**config.mk**
```make
export PLATFORM = sky130hd
export DESIGN_NAME = cmsa_sequencer
export DESIGN_NICKNAME = d
export VERILOG_FILES = /design/src/rtl/cmsa_sequencer.sv
export SDC_FILE = /design/constraint.sdc
export NUM_CORES = 1
export LEC_CHECK = 0
export BUFFER_PORTS_ARGS = -buffer_cell sky130_fd_sc_hd__buf_2
export CORE_MARGIN = 2
export CORE_UTILIZATION = 40
export CTS_BUF_LIST = sky130_fd_sc_hd__clkbuf_4
export CTS_CLUSTER_DIAMETER = 200
export DETAILED_ROUTE_END_ITERATION = 7
export GPL_ROUTABILITY_DRIVEN = 0
export GPL_TIMING_DRIVEN = 0
export PLACE_DENSITY_LB_ADDON = 0.3
export SLEW_MARGIN = 20
export SYNTH_ARGS = -nofsm -noshare
export SYNTH_HDL_FRONTEND = slang
export SYNTH_SLANG_ARGS = --single-unit
```
**constraint.sdc**
```tcl
create_clock -name clk -period 7.86 [get_ports clk]
set_clock_uncertainty 0.05 [all_clocks]
set_input_delay 0.393 -clock clk [delete_from_list [all_inputs] [get_ports clk]]
set_output_delay 0.393 -clock clk [all_outputs]
set_load 0.05 [all_outputs]
```
**src/rtl/cmsa_sequencer.sv**
```systemverilog
// cmsa_sequencer: IDLE -> LOAD -> COMPUTE -> DRAIN phase sequencer for a whole
// ARRAY_ROWS x ARRAY_COLS CMSA systolic array. It runs one pass per tile and
// repeats for num_tiles tiles. It drives the per-row weight direction and the
// per-column skewed compute window, and provides a start/busy/done handshake,
// abort, and configuration-error reporting.
// Every output is a flop. Each output's next value is decoded from the next
// state, so an output changes on the same edge as the state it reflects.
module cmsa_sequencer #(
    parameter int ARRAY_ROWS = 16,
    parameter int ARRAY_COLS = 16,
    parameter int CNT_W      = 16
) (
    input  logic                  clk,
    input  logic                  reset,
    input  logic                  start,
    input  logic                  abort,
    input  logic                  mode,
    input  logic [2:0]            kernel_size,
    input  logic [7:0]            num_channels,
    input  logic [7:0]            num_tiles,
    output logic                  busy,
    output logic                  done,
    output logic                  cfg_err,
    output logic [1:0]            phase,
    output logic                  weight_load_en,
    output logic [ARRAY_ROWS-1:0] row_from_down,
    output logic [ARRAY_COLS-1:0] col_valid,
    output logic [ARRAY_COLS-1:0] en_left_a,
    output logic [ARRAY_COLS-1:0] en_left_b,
    output logic                  en_op_out,
    output logic [7:0]            tile_idx
);

    typedef enum logic [1:0] {
        S_IDLE    = 2'd0,
        S_LOAD    = 2'd1,
        S_COMPUTE = 2'd2,
        S_DRAIN   = 2'd3
    } state_t;

    // In split mode the upper half of the rows takes its weights from below.
    localparam logic [ARRAY_ROWS-1:0] ROW_UPPER_MASK =
        {{(ARRAY_ROWS/2){1'b1}}, {(ARRAY_ROWS/2){1'b0}}};
    // Column 0 has no B delay register; columns 0 and 1 have no A delay register.
    localparam logic [ARRAY_COLS-1:0] EN_B_MASK = {{(ARRAY_COLS-1){1'b1}}, 1'b0};
    localparam logic [ARRAY_COLS-1:0] EN_A_MASK = {{(ARRAY_COLS-2){1'b1}}, 2'b00};
    localparam logic [CNT_W-1:0]      CNT_ZERO  = {CNT_W{1'b0}};
    localparam logic [CNT_W-1:0]      CNT_ONE   = {{(CNT_W-1){1'b0}}, 1'b1};
    localparam logic [CNT_W-1:0]      LOAD_LEN_FULL  = CNT_W'(ARRAY_ROWS);
    localparam logic [CNT_W-1:0]      LOAD_LEN_SPLIT = CNT_W'(ARRAY_ROWS / 2);
    localparam logic [CNT_W-1:0]      DRAIN_LEN      = CNT_W'(ARRAY_COLS);

    // Compute length N = K*K*C, evaluated at counter width.
    function automatic logic [CNT_W-1:0] compute_len(input logic [2:0] k,
                                                     input logic [7:0] c);
        logic [CNT_W-1:0] k_w;
        k_w = CNT_W'(k);
        return k_w * k_w * CNT_W'(c);
    endfunction

    // Registered state and configuration.
    state_t                state_r;
    logic [CNT_W-1:0]      cnt_r;
    logic                  mode_r;
    logic [CNT_W-1:0]      n_r;
    logic [7:0]            tiles_r;
    logic [7:0]            tile_idx_r;
    logic                  done_r;
    logic                  cfg_err_r;
    logic                  busy_r;
    logic [1:0]            phase_r;
    logic                  weight_load_en_r;
    logic [ARRAY_ROWS-1:0] row_from_down_r;
    logic [ARRAY_COLS-1:0] col_valid_r;
    logic [ARRAY_COLS-1:0] en_left_a_r;
    logic [ARRAY_COLS-1:0] en_left_b_r;
    logic                  en_op_out_r;

    // Next-state and control signals.
    state_t                state_n_s;
    logic [CNT_W-1:0]      cnt_n_s;
    logic [CNT_W-1:0]      len_s;
    logic                  last_s;
    logic                  last_tile_s;
    logic                  cfg_bad_s;
    logic                  accept_s;
    logic                  clear_cv_s;
    logic [7:0]            tile_n_s;
    logic                  done_n_s;
    logic                  cfg_err_n_s;
    logic                  mode_n_s;
    logic [ARRAY_COLS-1:0] col_valid_n_s;

    assign last_s      = (cnt_r == (len_s - CNT_ONE));
    assign last_tile_s = (tile_idx_r == (tiles_r - 8'd1));
    assign cfg_bad_s   = (kernel_size == 3'd0) || (num_channels == 8'd0);

    // Select the length of the phase that is currently running.
    always_comb begin
        case (state_r)
            S_LOAD:    len_s = mode_r ? LOAD_LEN_SPLIT : LOAD_LEN_FULL;
            S_COMPUTE: len_s = n_r;
            S_DRAIN:   len_s = DRAIN_LEN;
            default:   len_s = CNT_ONE;
        endcase
    end

    // Next-state logic, tile sequencing, done/cfg_err pulses; abort overrides.
    always_comb begin
        state_n_s   = state_r;
        tile_n_s    = tile_idx_r;
        done_n_s    = 1'b0;
        cfg_err_n_s = 1'b0;
        accept_s    = 1'b0;
        clear_cv_s  = 1'b0;
        case (state_r)
            S_IDLE: begin
                if (start) begin
                    if (cfg_bad_s) begin
                        done_n_s    = 1'b1;
                        cfg_err_n_s = 1'b1;
                    end else begin
                        accept_s  = 1'b1;
                        state_n_s = S_LOAD;
                        tile_n_s  = 8'd0;
                    end
                end else begin
                    state_n_s = S_IDLE;
                end
            end
            S_LOAD: begin
                if (last_s) begin
                    state_n_s = S_COMPUTE;
                end else begin
                    state_n_s = S_LOAD;
                end
            end
            S_COMPUTE: begin
                if (last_s) begin
                    state_n_s = S_DRAIN;
                end else begin
                    state_n_s = S_COMPUTE;
                end
            end
            S_DRAIN: begin
                if (last_s) begin
                    if (last_tile_s) begin
                        state_n_s = S_IDLE;
                        tile_n_s  = 8'd0;
                        done_n_s  = 1'b1;
                    end else begin
                        state_n_s = S_LOAD;
                        tile_n_s  = tile_idx_r + 8'd1;
                    end
                end else begin
                    state_n_s = S_DRAIN;
                end
            end
            default: begin
                state_n_s = S_IDLE;
                tile_n_s  = 8'd0;
            end
        endcase
        if (abort && (state_r != S_IDLE)) begin
            state_n_s  = S_IDLE;
            tile_n_s   = 8'd0;
            done_n_s   = 1'b0;
            clear_cv_s = 1'b1;
        end else begin
            clear_cv_s = 1'b0;
        end
    end

    // Phase counter restart, effective mode, and the column-window shift.
    always_comb begin
        if ((state_n_s != state_r) || (state_n_s == S_IDLE)) begin
            cnt_n_s = CNT_ZERO;
        end else begin
            cnt_n_s = cnt_r + CNT_ONE;
        end
        if (accept_s) begin
            mode_n_s = mode;
        end else begin
            mode_n_s = mode_r;
        end
        if (clear_cv_s) begin
            col_valid_n_s = {ARRAY_COLS{1'b0}};
        end else begin
            col_valid_n_s = {col_valid_r[ARRAY_COLS-2:0], (state_n_s == S_COMPUTE)};
        end
    end

    // Latch the run configuration when a start is accepted.
    always_ff @(posedge clk or posedge reset) begin
        if (reset) begin
            mode_r  <= 1'b0;
            n_r     <= CNT_ZERO;
            tiles_r <= 8'd0;
        end else if (accept_s) begin
            mode_r  <= mode;
            n_r     <= compute_len(kernel_size, num_channels);
            tiles_r <= (num_tiles == 8'd0) ? 8'd1 : num_tiles;
        end
    end

    // State register, phase counter and tile index.
    always_ff @(posedge clk or posedge reset) begin
        if (reset) begin
            state_r    <= S_IDLE;
            cnt_r      <= CNT_ZERO;
            tile_idx_r <= 8'd0;
        end else begin
            state_r    <= state_n_s;
            cnt_r      <= cnt_n_s;
            tile_idx_r <= tile_n_s;
        end
    end

    // Output registers, loaded from next-state decode.
    always_ff @(posedge clk or posedge reset) begin
        if (reset) begin
            done_r           <= 1'b0;
            cfg_err_r        <= 1'b0;
            busy_r           <= 1'b0;
            phase_r          <= 2'd0;
            weight_load_en_r <= 1'b0;
            row_from_down_r  <= {ARRAY_ROWS{1'b0}};
            col_valid_r      <= {ARRAY_COLS{1'b0}};
            en_left_a_r      <= {ARRAY_COLS{1'b0}};
            en_left_b_r      <= {ARRAY_COLS{1'b0}};
            en_op_out_r      <= 1'b0;
        end else begin
            done_r           <= done_n_s;
            cfg_err_r        <= cfg_err_n_s;
            busy_r           <= (state_n_s != S_IDLE);
            phase_r          <= state_n_s;
            weight_load_en_r <= (state_n_s == S_LOAD);
            row_from_down_r  <= ((state_n_s == S_LOAD) && mode_n_s) ? ROW_UPPER_MASK
                                                                    : {ARRAY_ROWS{1'b0}};
            col_valid_r      <= col_valid_n_s;
            en_left_a_r      <= col_valid_n_s & EN_A_MASK;
            en_left_b_r      <= col_valid_n_s & EN_B_MASK;
            en_op_out_r      <= (|col_valid_n_s) || (state_n_s == S_DRAIN);
        end
    end

    assign busy           = busy_r;
    assign done           = done_r;
    assign cfg_err        = cfg_err_r;
    assign phase          = phase_r;
    assign weight_load_en = weight_load_en_r;
    assign row_from_down  = row_from_down_r;
    assign col_valid      = col_valid_r;
    assign en_left_a      = en_left_a_r;
    assign en_left_b      = en_left_b_r;
    assign en_op_out      = en_op_out_r;
    assign tile_idx       = tile_idx_r;

endmodule

```
==> flow_summary_export.csv <==
group,metric,value,unit
yosys,synth_top_family_by_area,"simple AND/OR/NAND/NOR gates",
yosys,synth-simple-area-share,23.0,%
final_layout,final_common_cell,"buf_2",
yosys,ys_ff_latch,71,
floorplanning,die_w,130,microns
yosys,async_flop_share,100,%
timing,tightest_slew,0.949,ns
routing,num_vias,5423,
floorplanning,ios,103,
global_routing,grt_usage,18.1,%
yosys,synth_edf_count,0,
yosys,synth_compound_area_share,16.2,%
floorplanning,coreArea,15800,sq um
floorplanning,row_count,46,
timing,slew_headroom,36.6,%
yosys,ys_seq_area_share,27.8,%
routing,met1Wirelength,6860,microns
yosys,yosys-mux-area-fraction,3.23,%
routing,first_pass_iters,5,
power,peakVddDrop,99.3,uV
clock_network,cts-root-buf,"clkbuf_4",
place,place_area,7180,sq um
routing,drt-initial-drc-count,346,
clock_network,post_cts_resized,0,
routing,final_antenna_net_count,0,
global_routing,grt_max_degree,43,
run_status,status,"finished, final reports clean",
global_routing,antenna_found_initial,0,
timing,rsz0062_at_grt,"false",
yosys,synthFlopType,"dfrtp_1",
worst_setup_path,crit_path_start,"phase[0]",
final_layout,num_antenna_cells,0,
final_layout,drive_above_1_share,28.7,%
worst_setup_path,worst_path_max_delay_cell,"buf_1",
timing,hold_viol,0,
routing,drc,0,
place,dpl.hpwl,11400,microns
clock_network,cts_buffers,9,
yosys,syn_area_per_cell,8.97,sq um
worst_setup_path,cp-end-kind,"register",
clock_network,htreeDepth,3,
worst_setup_path,path_class,"reg -> reg",
routing,wl_met2,6790,microns
routing,wl,14700,microns
global_routing,grt_pass1_wl,24400,microns
power,leakagePower,3.60,nW
yosys,postSynthCellCount,713,
yosys,synthDistinctLibCells,88,
timing,slew_violations,0,
final_layout,area_growth,15.0,%
final_layout,final_cell_area,7350,sq um
timing,max_freq,176,MHz
timing,fin_setup_tns,0,ns
routing,top_layer,"met4",
clock_network,post_cts_buffers,0,
power,power_density,187,nW/um^2
worst_setup_path,worst_setup_path_start_kind,"register",
yosys,ys_warn_count,0,
worst_setup_path,rr_startpoint,"phase[0]",
clock_network,cts.sinks,71,
routing,wire_per_inst,14.0,microns
worst_setup_path,worstPathMaxFanout,11,
floorplanning,die_h,130,microns
clock_network,clk_latency,0.47,ns
floorplanning,die-area,17000,sq um
worst_setup_path,worstPathArrival,6.00,ns
yosys,syn_area,6390,sq um
routing,avgViaCountPerCell,5.17,
clock_network,cts_tree,"done",
routing,routed-wl-met3,790,microns
worst_setup_path,required,8.17,ns
clock_network,clockBufferDepth,2,
worst_setup_path,path_delay_family,"buffers and inverters",
clock_network,cts_hold_buf,1,
clock_network,clk_pin_slew,0.13,ns
final_layout,most-common-layout-cells,"buf_2, nand2_1, dfrtp_1",
floorplanning,start_util,40.5,%
timing,fin_crit,5.70,ns
worst_setup_path,slowest_delay,0.59,ns
final_layout,layout.nets,903,
global_routing,grt_overflow,0,
run,max-cap-violations,0,
yosys,synthAdderAreaFrac,12.3,%
yosys,yosys.area_share.xor_xnor,5.48,%
place,port_buffers,91,
worst_setup_path,cp_cell_sequence,"clkinv_1, buf_1, ha_1, buf_6, buf_12, buf_4, clkbuf_1, nand2_1, ha_1, o221ai_1, buf_4, nor3_1, a311oi_1, nand3_2, nor4_4, a2111oi_2, nor3b_4, buf_2, nand2_1, o32ai_1",
global_routing,grt_pass1_vias,4851,
timing,setup_viol,0,
worst_setup_path,worstPathBufferInverterCount,8,
worst_hold_path,hp-start,"num_tiles[1]",
worst_hold_path,hold_class,"in -> reg",
timing,final.period_utilization,72.5,%
## cell usage after synthesis (all sizes together) (4+ instances only)
| master | count | area share, % |
|---|---|---|
| nor2 | 43 | 2.6 |
| nor2b | 18 | 1.8 |
| dfrtp | 71 | 28 |
| nor4 | 11 | 1.3 |
| o31ai | 4 | 0.69 |
| mux2 | 13 | 2.3 |
| a31oi | 5 | 0.49 |
| fa | 18 | 5.6 |
| a221o | 7 | 1.1 |
| mux2i | 6 | 0.94 |
| and2 | 26 | 2.6 |
| or3 | 7 | 0.78 |
| a21oi | 25 | 2.0 |
| o41ai | 15 | 2.9 |
| nor3 | 18 | 1.5 |
| nand3 | 36 | 2.9 |
| ha | 34 | 6.7 |
| nand2b | 5 | 0.49 |
| buf | 71 | 8.5 |
| or2 | 8 | 0.82 |
| nand2 | 71 | 4.2 |
| and3 | 14 | 1.5 |
| inv | 41 | 2.4 |
| xnor2 | 23 | 3.2 |
| nand4 | 5 | 0.49 |
| o21bai | 7 | 0.82 |
| xor2 | 17 | 2.3 |
| clkbuf | 17 | 1.0 |
| o21ai | 22 | 1.7 |
## logic make-up after synthesis
kind of cell | after synthesis
other | 1
buffers and inverters | 130
and+or+nand+nor | 277
xor gates and xnor gates | 40
DFF | 71
adders and majority gates | 52
AOI/OAI and AO/OA | 123
muxes | 19
## worst register-to-register path, stage by stage (launching register included)
cell and delay [ns]:
dfrtp_1 0.49, clkinv_1 0.21, buf_1 0.59, ha_1 0.36, buf_6 0.19, buf_12 0.13, buf_4 0.15, clkbuf_1 0.43
nand2_1 0.11, ha_1 0.30, o221ai_1 0.18, buf_4 0.25, nor3_1 0.07, a311oi_1 0.30, nand3_2 0.13, nor4_4 0.50
a2111oi_2 0.17, nor3b_4 0.45, buf_2 0.30, nand2_1 0.10, o32ai_1 0.16
## routing by layer
| metal | up-vias | track usage [%] |
|---|---|---|
| met5 | - | 0 |
| met4 | 0 | 5.44 |
| met3 | 23 | 3.66 |
| met2 | 149 | 28.8 |
| met1 | 2584 | 24.9 |
| li1 | 2667 | - |
## registers in the layout, indices dropped and copies added, names as in the netlist
register	flops
cfg_err	1
row_from_down	1
cnt_r	16
done	1
tile_idx	8
mode_r	1
en_left_b	1
n_r	14
en_op_out	1
busy	1
col_valid	15
weight_load_en	1
phase	2
tiles_r	8
## metrics by stage
step	util, %	hold WS (ns)	instances	worst slack, ns	power, mW
after global placement	45.4	0.457	1030	2.25	1.10
final	46.6	0.102	1048	2.16	1.38
after floorplan	-	0.437	723	2.94	0.967
after CTS	46.6	0.0844	1048	2.20	1.39
after detailed placement	45.5	0.368	1031	2.23	1.11
after global routing	46.6	0.0833	1048	1.80	1.48
## where the power goes
| group | total, mW | switching (mW) | internal [mW] |
|---|---|---|---|
| sequential | 0.473 | 0.0595 | 0.413 |
| combinational | 0.632 | 0.384 | 0.248 |
| clock | 0.273 | 0.144 | 0.129 |
## cell type report
| class | instances | area, sq um |
|---|---|---|
| Inverter | 42 | 160 |
| Fill cell | 1543 | 8420 |
| Clock inverter | 7 | 95.1 |
| Multi-Input combinational cell | 522 | 3890 |
| Sequential cell | 71 | 1780 |
| Clock buffer | 9 | 67.6 |
| Tap cell | 216 | 270 |
| Buffer | 88 | 609 |
| Timing Repair Buffer | 93 | 485 |
## path summary, 6_finish.rpt
check,end,slack (ns),cells past startpoint
min in group asynchronous,tile_idx[3],0.41,3
max in group asynchronous,cnt_r[12],6.79,4
hold reg to reg,tiles_r[7],0.49,1
setup reg to reg,cnt_r[1],2.16,20
setup / recovery,cnt_r[1],2.16,20
hold / removal,tiles_r[1],0.10,2
Power figures use the tool's default switching activity.
